File: src/rtl/pc_unit.sv
// rtl/pc_unit.sv - fetch PC register with valid/ready handshake, exception/redirect/stall control, halt
//
// Holds the current fetch PC and presents it to instruction memory with a
// valid/ready handshake. Update priority per clock: exception, redirect,
// return-address-stack pop (PC_RAS_EN only), accepted sequential advance, hold.
//
// Optional feature macro: PC_RAS_EN (adds a circular return-address stack).
//
// Ports:
//   clock         in   1   rising-edge clock
//   reset         in   1   asynchronous, active-high reset
//   stall         in   1   pipeline stall; holds PC
//   redirect_vld  in   1   branch/jump taken this cycle
//   redirect_pc   in   AW  branch/jump target (low two bits dropped)
//   exc_vld       in   1   exception; jump to EXC_PC
//   halt          in   1   stop fetching after the current PC
//   fetch_ready   in   1   imem accepts the request
//   fetch_valid   out  1   request valid for pc_out
//   pc_out        out  AW  current fetch PC
//   pc_plus_inc   out  AW  pc_out + INC (combinational, wraps)
//   misalign      out  1   pulse after an accepted redirect with target[1:0] != 0
//   ras_push      in   1   (PC_RAS_EN) push pc_plus_inc on an accepted fetch
//   ras_pop       in   1   (PC_RAS_EN) load PC from the stack top
//   ras_empty     out  1   (PC_RAS_EN) stack holds no entries
//   ras_top       out  AW  (PC_RAS_EN) newest entry; undefined when empty
module pc_unit #(
  parameter int              AW       = 32,
  parameter logic [AW-1:0]   RESET_PC = AW'(32'h0000_3000),
  parameter logic [AW-1:0]   EXC_PC   = AW'(32'h0000_4180),
  parameter int              INC      = 4
`ifdef PC_RAS_EN
  , parameter int            RAS_DEPTH = 4
`endif
) (
  input  logic          clock,
  input  logic          reset,
  input  logic          stall,
  input  logic          redirect_vld,
  input  logic [AW-1:0] redirect_pc,
  input  logic          exc_vld,
  input  logic          halt,
  input  logic          fetch_ready,
  output logic          fetch_valid,
  output logic [AW-1:0] pc_out,
  output logic [AW-1:0] pc_plus_inc,
  output logic          misalign
`ifdef PC_RAS_EN
  ,
  input  logic          ras_push,
  input  logic          ras_pop,
  output logic          ras_empty,
  output logic [AW-1:0] ras_top
`endif
);

  typedef enum logic [1:0] {ST_BOOT, ST_RUN, ST_HALTED} state_t;

  state_t        state_q, state_d;
  logic [AW-1:0] pc_q, pc_d;
  logic          misalign_q, misalign_d;
  logic          accept;

  // State register
  always_ff @(posedge clock or posedge reset) begin
    if (reset) state_q <= ST_BOOT;
    else       state_q <= state_d;
  end

  // Next-state logic
  always_comb begin
    state_d = state_q;
    case (state_q)
      ST_BOOT:   state_d = ST_RUN;
      ST_RUN:    if (halt && !exc_vld && !redirect_vld) state_d = ST_HALTED;
      ST_HALTED: if (exc_vld || redirect_vld) state_d = ST_RUN;
      default:   state_d = ST_BOOT;
    endcase
  end

  // Output logic
  always_comb begin
    fetch_valid = (state_q == ST_RUN);
  end

  // A handshake completes whenever imem takes the request and the pipe is not
  // stalled, even if a redirect replaces the PC in the same cycle.
  assign accept      = fetch_valid && fetch_ready && !stall;
  assign pc_plus_inc = pc_q + AW'(INC);
  assign pc_out      = pc_q;
  assign misalign    = misalign_q;

`ifdef PC_RAS_EN
  localparam int PW = (RAS_DEPTH > 1) ? $clog2(RAS_DEPTH) : 1;
  localparam int CW = PW + 1;
  localparam logic [CW-1:0] RAS_FULL = CW'(RAS_DEPTH);

  logic [AW-1:0] ras_mem [RAS_DEPTH];
  logic [PW-1:0] ras_wp;      // next write slot; top lives at ras_wp-1
  logic [CW-1:0] ras_cnt;
  logic          do_push, do_pop;

  assign ras_empty = (ras_cnt == '0);
  assign ras_top   = ras_mem[ras_wp - PW'(1)];
  assign do_push   = accept && ras_push;
  assign do_pop    = ras_pop && !ras_empty && !exc_vld && !redirect_vld;

  always_ff @(posedge clock or posedge reset) begin
    if (reset) begin
      ras_wp  <= '0;
      ras_cnt <= '0;
    end else if (do_push && do_pop) begin
      ras_wp  <= ras_wp;
      ras_cnt <= ras_cnt;
    end else if (do_push) begin
      ras_wp  <= ras_wp + PW'(1);
      // Full stack overwrites the oldest slot; count saturates.
      ras_cnt <= (ras_cnt == RAS_FULL) ? ras_cnt : ras_cnt + CW'(1);
    end else if (do_pop) begin
      ras_wp  <= ras_wp - PW'(1);
      ras_cnt <= ras_cnt - CW'(1);
    end
  end

  always_ff @(posedge clock) begin
    if (do_push && do_pop) ras_mem[ras_wp - PW'(1)] <= pc_plus_inc;
    else if (do_push)      ras_mem[ras_wp]          <= pc_plus_inc;
  end
`endif

  // PC next value in strict priority order
  always_comb begin
    pc_d       = pc_q;
    misalign_d = 1'b0;
    if (exc_vld) begin
      pc_d = EXC_PC;
    end else if (redirect_vld) begin
      pc_d       = {redirect_pc[AW-1:2], 2'b00};
      misalign_d = |redirect_pc[1:0];
    end
`ifdef PC_RAS_EN
    else if (do_pop) begin
      pc_d = ras_top;
    end
`endif
    else if (accept) begin
      pc_d = pc_plus_inc;
    end
  end

  always_ff @(posedge clock or posedge reset) begin
    if (reset) begin
      pc_q       <= RESET_PC;
      misalign_q <= 1'b0;
    end else begin
      pc_q       <= pc_d;
      misalign_q <= misalign_d;
    end
  end

endmodule

File: config.mk
export PLATFORM = sky130hd
export DESIGN_NAME = pc_unit
export DESIGN_NICKNAME = d
export VERILOG_FILES = /design/src/rtl/pc_unit.sv
export SDC_FILE = /design/constraint.sdc
export NUM_CORES = 1
export LEC_CHECK = 0
export ABC_CLOCK_PERIOD_IN_PS = 2600
export BUFFER_PORTS_ARGS = -buffer_cell sky130_fd_sc_hd__buf_2
export CAP_MARGIN = 20
export CORE_ASPECT_RATIO = 1.25
export CORE_MARGIN = 5
export CORE_UTILIZATION = 49
export DETAILED_ROUTE_END_ITERATION = 8
export PLACE_DENSITY_LB_ADDON = 0.05
export SYNTH_ARGS = -nofsm -noshare
export SYNTH_HDL_FRONTEND = slang
export SYNTH_SLANG_ARGS = --single-unit
File: constraint.sdc
create_clock -name clock -period 2.6 [get_ports clock]
set_input_delay 0.52 -clock clock [delete_from_list [all_inputs] [get_ports clock]]
set_output_delay 0.52 -clock clock [all_outputs]
set_load 0.02 [all_outputs]
Yosys cells after proc, flatten, opt, wreduce, memory -nomap -nowiden
Index checks and enable logic that the tools add are counted.
{ "classes": {"n_eq_ne": 4, "n_mux": 8, "n_reduce_logical": 12, "add_sub_neg": 1} }
{ "ops": {"columns": ["operator", "count"], "rows": [
  ["$mux 32", 3],
  ["$add 32x3->32 const B", 1],
  ["$pmux 2 s3", 1],
  ["$logic_and 1x1->1", 4],
  ["$mux 2", 2],
  ["$logic_not 1->1", 3],
  ["$reduce_bool 3->1", 1],
  ["$eq 2x1->1 const B", 1],
  ["$eq 2x2->1 const B", 1],
  ["$logic_not 2->1", 1],
  ["$mux 1", 2],
  ["$ne 2x1->1 const B", 1],
  ["$ne 2x2->1 const B", 1],
  ["$reduce_and 2->1", 1],
  ["$reduce_or 2->1", 1],
  ["$logic_or 1x1->1", 1]
]} }
{ "word_totals": {"out_inout_bits": 66, "input_bits": 39, "regBits": 35} }

Longest topological paths before layout
Gate-level depths: netlist of the first run.
{ "depth": {"ltp_word": 6, "depth_mapped": 6} }

Least setup slack after synthesis of the first run
OpenSTA, ideal clock, no wires.
{ "synth_timing": {"kind": "register -> output", "start": "register pc_q[10], in the netlist pc_out[10]", "end": "output pc_plus_inc[31]", "n_path_buf": 1, "path_stages_with_launch": 6, "slack_ps": 16, "t_arrival_ps": 2064, "cell_sequence": "dfrtp_1 buf_2 nand4_2 nor4_2 nand4_1 xnor2_1"} }
{ "synth_via": {"elab_chain_len": 1} }
{ "synth_rtl": {"columns": ["element", "line", "text"], "rows": [
  ["start: declaration", "59", "logic [AW-1:0] pc_q, pc_d;"],
  ["start signal: assignment", "155", "pc_q <= pc_d;"],
  ["$add 32x3->32", "88", "assign pc_plus_inc = pc_q + AW'(INC);"],
  ["end: declaration", "45", "output logic [AW-1:0] pc_plus_inc,"]
]} }
Every way passes these cells.

Worst setup path after layout of the first run
{ "layout_timing": {"start": "register pc_q[25], in the netlist pc_out[25]", "end": "output pc_plus_inc[26]"} }
Same word-level chain as after synthesis.

==> metrics.yaml, run 1 <==
sta:
  drv_slew: 0
  final_hold_viol_count: 0
  setup_viol: 0
  final.period_utilization: 0.952
  max_freq_mhz: 404
  fin_crit_ns: 2.47
  skew_ns: 0.00323
routing:
  drc: 0
  vias: 2890
  route.detailed.wl_per_inst_um: 17.2
  drtPass1Iterations: 4
  drtIter0Drc: 215
  viasPerCell: 5.79
  ant_nets: 0
  routed_wl_mm: 8.60
critical_path:
  critPathMaxFanout: 5
  critPathArrivalTime_ns: 1.95
  crit_path_start_kind: "flop"
  crit_path_end_kind: "primary output"
  cp_cell_sequence: "nand4_1, buf_4, or2_2, nor3_1, xnor2_1, buf_2"
  critPathMaxStageDelay_ns: 0.46
  path_class: "flop to primary output"
  cp_slowest_cell: "dfrtp_1"
  required_ns: 2.08
logic_synthesis:
  synth_edf_count: 0
  synth_seq_cells: 33
  synth_warnings: 0
  syn_area_mm2: 0.00266
  synth_flop_cell: "dfrtp_1"
  syn_area_per_cell_um2: 8.28
  synth_top_cell_by_area: "dfrtp_1"
  synth_cell_type_count: 54
  syn_inst: 321
  synth_top_cell_area_share: 0.292
  ys_seq_area_frac: 0.312
  async_reset_ff_frac: 1.00
  ys_top_cells_by_area: "dfrtp_1 29%, xnor2_1 5.6%, xor2_1 5.6%"
placed_design:
  dpl.hpwl_mm: 6.34
  place_congestion: 0.846
  io_buffers: 100
power:
  p_int_mw: 0.918
  ir_drop_mv: 0.216
  p_sw_frac: 0.349
  seqPwrFrac: 0.429
  combPwrFrac: 0.284
  pwr-share-clk: 0.287
  p_sw_mw: 0.492
  leakagePower_nw: 1.60
  power.density_mw_per_mm2: 404
  power_mw: 1.41
grt:
  grt_usage: 0.247
  grt.met2_usage: 0.409
  antenna_found_initial: 0
  grt_busiest_layer: "met2"
  met3_usage: 0.0358
  grt_pass1_wl_mm: 13.7
  grt_max_degree: 34
  met1_usage: 0.337
  gr-total-overflow: 0
  grt_pass1_vias: 2786
die:
  die_area_mm2: 0.00701
  fp-row-count: 30
  die_w_um: 75.9
  dieHeight_um: 92.4
  core_region_area_mm2: 0.00537
  ioPinCount: 105
  initial_core_util: 0.495
cells_and_area:
  drive_gt1_frac: 0.372
  area_growth_pct: 31.3
  final_common_cell: "buf_2"
  final_cell_mix: "99 x buf_2, 34 x buf_4, 32 x nor2_1, 26 x nand2_1, 26 x dfrtp_1"
  fin_util: 0.651
  n_antenna_cell: 0
  nets: 474
clock_network:
  cts_tree: "built"
  clock_latency_ns: 0.28
  clock_path_buffers: 2
  clockRootBuffer: "clkbuf_8"
  cts.htree.levels: 2
  path_clk_slew_ns: 0.07
  cts_made_buffers: 5
  clock-sinks: 33
outcome:
  status: "finished clean"
job:
  cap_violations: 0
min_path:
  hp-class: "input pin to asynchronous set/reset pin"
==> metrics by stage <==
stage                     std cells  hold WS [ns]  setup TNS (ns)  cell area [µm²]  worst slack [ns]
after global placement          484         0.618               0             3300             0.230
after floorplan                 324         0.590               0             2670            0.0163
after CTS                       493         0.345               0             3410            0.0130
after global routing            499         0.371        -0.00311             3490          -0.00311
final                           499         0.320               0             3490             0.125
after detailed placement        484         0.633               0             3300             0.249
==> registers in the layout (all words and copies together) (netlist names) <==
name and count:
misalign 1, pc_out 30, state_q 2
==> layer usage <==
layer	part of all wire	vias to the layer above
met5	0	-
met4	0.0059	0
met3	0.059	4
met2	0.51	94
met1	0.42	1387
li1	-	1405
==> cell type report <==
type                       count  area (µm²)
clock buffer                   8        90.1
fill                         524        1880
inverter                      12        45.0
multi-input combinational    248        1680
sequential                    33         835
tap                           64        80.1
timing repair buffer         134         762
==> final timing paths <==
| kind | from | endpoint | slack, ns | cells past startpoint |
|---|---|---|---|---|
| setup reg to reg | pc_out[7] | pc_out[19] | 0.47 | 4 |
| setup / recovery | pc_out[25] | pc_plus_inc[26] | 0.13 | 6 |
| max in group asynchronous | reset | pc_out[12] | 1.92 | 3 |
| hold reg to reg | state_q[1] | state_q[1] | 0.65 | 2 |
| hold / removal | reset | pc_out[3] | 0.32 | 3 |
| min in group clock | redirect_pc[0] | misalign | 0.46 | 3 |
==> worst max-delay path, delay by kind of cell (launching register included) <==
family | cells | cell delay, ns
simple gates | 3 | 0.70
flops | 1 | 0.46
buf+inv | 2 | 0.38
xor+xnor | 1 | 0.15
==> synthesized netlist by cell type (2+ instances only) <==
master,count
a2111oi_0,4
a211o_1,2
a211oi_1,9
a21o_1,2
a21oi_1,7
a221oi_1,2
a311oi_1,9
and3_1,3
and4_1,6
buf_1,4
buf_2,9
buf_4,6
clkbuf_1,12
dfrtp_1,31
dfstp_2,2
inv_1,12
nand2_1,26
nand2b_1,2
nand3_1,8
nand4_1,13
nand4_2,2
nor2_1,32
nor2b_1,4
nor3_1,16
nor4_1,10
nor4_2,3
o211ai_1,4
o21a_1,3
o21ai_0,6
o31ai_1,6
or2_1,2
or3_1,4
or4_1,7
xnor2_1,17
xor2_1,17
==> cell families (layout without fill, tap and decap cells) <==
family | after synthesis | count (layout) | synth area share
buffers and inverters | 43 | 154 | 0.0734
AND/OR/NAND/NOR | 147 | 147 | 0.320
flip-flops | 33 | 33 | 0.312
adder cells (fa/ha/maj) | 1 | 1 | 0.00471
multiplexers | 1 | 1 | 0.00423
other | 1 | 4 | 0.00141
XOR/XNOR | 34 | 34 | 0.112
AO/OA/AOI/OAI | 61 | 61 | 0.173
==> power groups by stage <==
stage / Sequential (mW) / Combinational [mW] / Clock, mW
floorplan: 0.633 / 0.224 / 0
global placement: 0.609 / 0.394 / 0
detailed placement: 0.611 / 0.397 / 0
CTS: 0.603 / 0.399 / 0.412
global route: 0.611 / 0.436 / 0.434
finish: 0.606 / 0.400 / 0.404
==> timing repair <==
item                                    CTS  global route
buffers inserted                          1             6
pin swaps                                 1             3
endpoints found under the setup margin   12            10
hold endpoints to repair                  0             0
resized for setup                         1            11
hold buffers                              0             0
(Power assumes the default switching activity.)
==> run 2, diff against run 1 <==
--- a/config.mk
+++ b/config.mk
@@ -5,13 +5,14 @@
 export SDC_FILE = /design/constraint.sdc
 export NUM_CORES = 1
 export LEC_CHECK = 0
-export ABC_CLOCK_PERIOD_IN_PS = 2600
+export ABC_CLOCK_PERIOD_IN_PS = 2900
 export BUFFER_PORTS_ARGS = -buffer_cell sky130_fd_sc_hd__buf_2
 export CAP_MARGIN = 20
 export CORE_ASPECT_RATIO = 1.25
 export CORE_MARGIN = 5
-export CORE_UTILIZATION = 49
+export CORE_UTILIZATION = 53
 export DETAILED_ROUTE_END_ITERATION = 8
+export HOLD_SLACK_MARGIN = 0.15
 export PLACE_DENSITY_LB_ADDON = 0.05
 export SYNTH_ARGS = -nofsm -noshare
 export SYNTH_HDL_FRONTEND = slang
==> constraint.sdc (replaced) <==
create_clock -name clock -period 2.9 [get_ports clock]
set_input_delay 0.58 -clock clock [delete_from_list [all_inputs] [get_ports clock]]
set_output_delay 0.58 -clock clock [all_outputs]
set_load 0.02 [all_outputs]
==> metrics.yaml, run 2 (synthesis gave the netlist of run 1 again) <==
die:
  die_w_um: 73.4
  die_area_mm2: 0.00654
  core_region_area_mm2: 0.00480
  initial_core_util: 0.554
  ioPinCount: 105
  dieHeight_um: 89.2
  fp-row-count: 28
grt:
  gr-total-overflow: 0
  grt_pass1_vias: 2615
  grt_pass1_wl_mm: 13.1
  grt_max_degree: 34
  antenna_found_initial: 0
  grt_usage: 0.256
cells_and_area:
  fillers: 419
  final_common_cell: "buf_2"
  largest_register_ff_count: 30
  n_antenna_cell: 0
  area_growth_pct: 24.2
  drive_gt1_frac: 0.332
  final_cell_mix: "100 x buf_2, 32 x nor2_1, 30 x dfrtp_1, 26 x nand2_1"
  nets: 455
clock_network:
  clock_path_buffers: 2
  ctsHoldBuffers: 0
  clock_latency_ns: 0.29
  clock-sinks: 33
  path_clk_slew_ns: 0.08
  clockRootBuffer: "clkbuf_8"
  cts_tree: "built"
  cts_made_buffers: 5
  cts.htree.levels: 2
routing:
  drc: 0
  viasPerCell: 5.95
  drtIter0Drc: 222
  routed_wl_mm: 8.00
  vias: 2834
  route.detailed.wl_per_inst_um: 16.8
  drtPass1Iterations: 5
  ant_nets: 0
sta:
  drv_slew: 0
  fin_setup_tns_ns: 0
  skew_ns: 0.00876
  setup_viol: 0
  fin_crit_ns: 2.73
  final_hold_viol_count: 0
  max_freq_mhz: 366
  final.period_utilization: 0.942
  rsz0062_at_grt: "no"
  tightest_slew_ns: 0.548
  slew-limit-headroom: 0.632
critical_path:
  required_ns: 2.32
  crit_path_end_kind: "primary output"
  crit_path_start_kind: "flop"
  path_class: "flop to primary output"
  critPathMaxFanout: 9
  critPathArrivalTime_ns: 2.15
power:
  leakagePower_nw: 1.49
  power.density_mw_per_mm2: 371
  power_mw: 1.23
  ir_drop_mv: 0.238
min_path:
  hp-class: "input pin to asynchronous set/reset pin"
outcome:
  status: "finished clean"
job:
  cap_violations: 0
placed_design:
  dpl.hpwl_mm: 5.92
  io_buffers: 100
  place_congestion: 0.860
==> run 2: metrics by stage <==
stage | cell area [µm²] | instances | worst slack (ns) | utilization | hold WS [ns]
after global routing | 3300 | 476 | 0.00521 | 0.688 | 0.418
after floorplan | 2670 | 324 | 0.256 | - | 0.590
after CTS | 3290 | 476 | 0.159 | 0.686 | 0.394
after global placement | 3200 | 467 | 0.390 | 0.667 | 0.618
final | 3300 | 476 | 0.169 | 0.688 | 0.372
after detailed placement | 3200 | 467 | 0.309 | 0.667 | 0.620
==> run 2: cell type report <==
class	instances	area [µm²]	area share
sequential	33	830	0.251
tap	60	75.1	0.0227
timing repair buffer	115	613	0.186
multi-input combinational	248	1660	0.502
clock buffer	6	72.6	0.0220
clock inverter	2	10.0	0.00303
inverter	12	45.0	0.0136
==> run 2: per-layer routing <==
layer	global-route usage	share of wire	routed length [µm]	up-vias
li1	-	-	-	1367
met1	0.355	0.42	3380	1316
met2	0.404	0.47	3790	134
met3	0.0461	0.082	653	17
met4	0.0873	0.022	177	0
met5	0	0	0	-
==> run 2: critical path, cell delays in order (launching register included) <==
cell     delay (ns)
dfrtp_1        0.57
nand4_4        0.23
nor4_2         0.48
and2_1         0.26
xnor2_1        0.13
buf_2          0.18
==> run 2: final timing paths <==
check	start	to	slack (ns)	cells past startpoint
max in group asynchronous	reset	pc_out[13]	2.18	3
min in group clock	redirect_pc[0]	misalign	0.52	3
max	pc_out[4]	pc_plus_inc[27]	0.17	5
min	reset	pc_out[6]	0.37	3
max reg2reg	pc_out[4]	pc_out[23]	0.66	4
min reg2reg	pc_out[12]	pc_out[12]	0.63	2
==> run 2: where the power goes <==
| part | total (mW) | internal [mW] | switching (mW) |
|---|---|---|---|
| logic | 0.331 | 0.124 | 0.207 |
| registers | 0.551 | 0.491 | 0.0599 |
| clock network | 0.344 | 0.166 | 0.177 |
==> run 2: timing repair <==
| item | 4_1_cts | 5_1_grt |
|---|---|---|
| setup buffers | 1 | 0 |
| setup endpoints to repair | 1 | 2 |
| resized for setup | 0 | 3 |
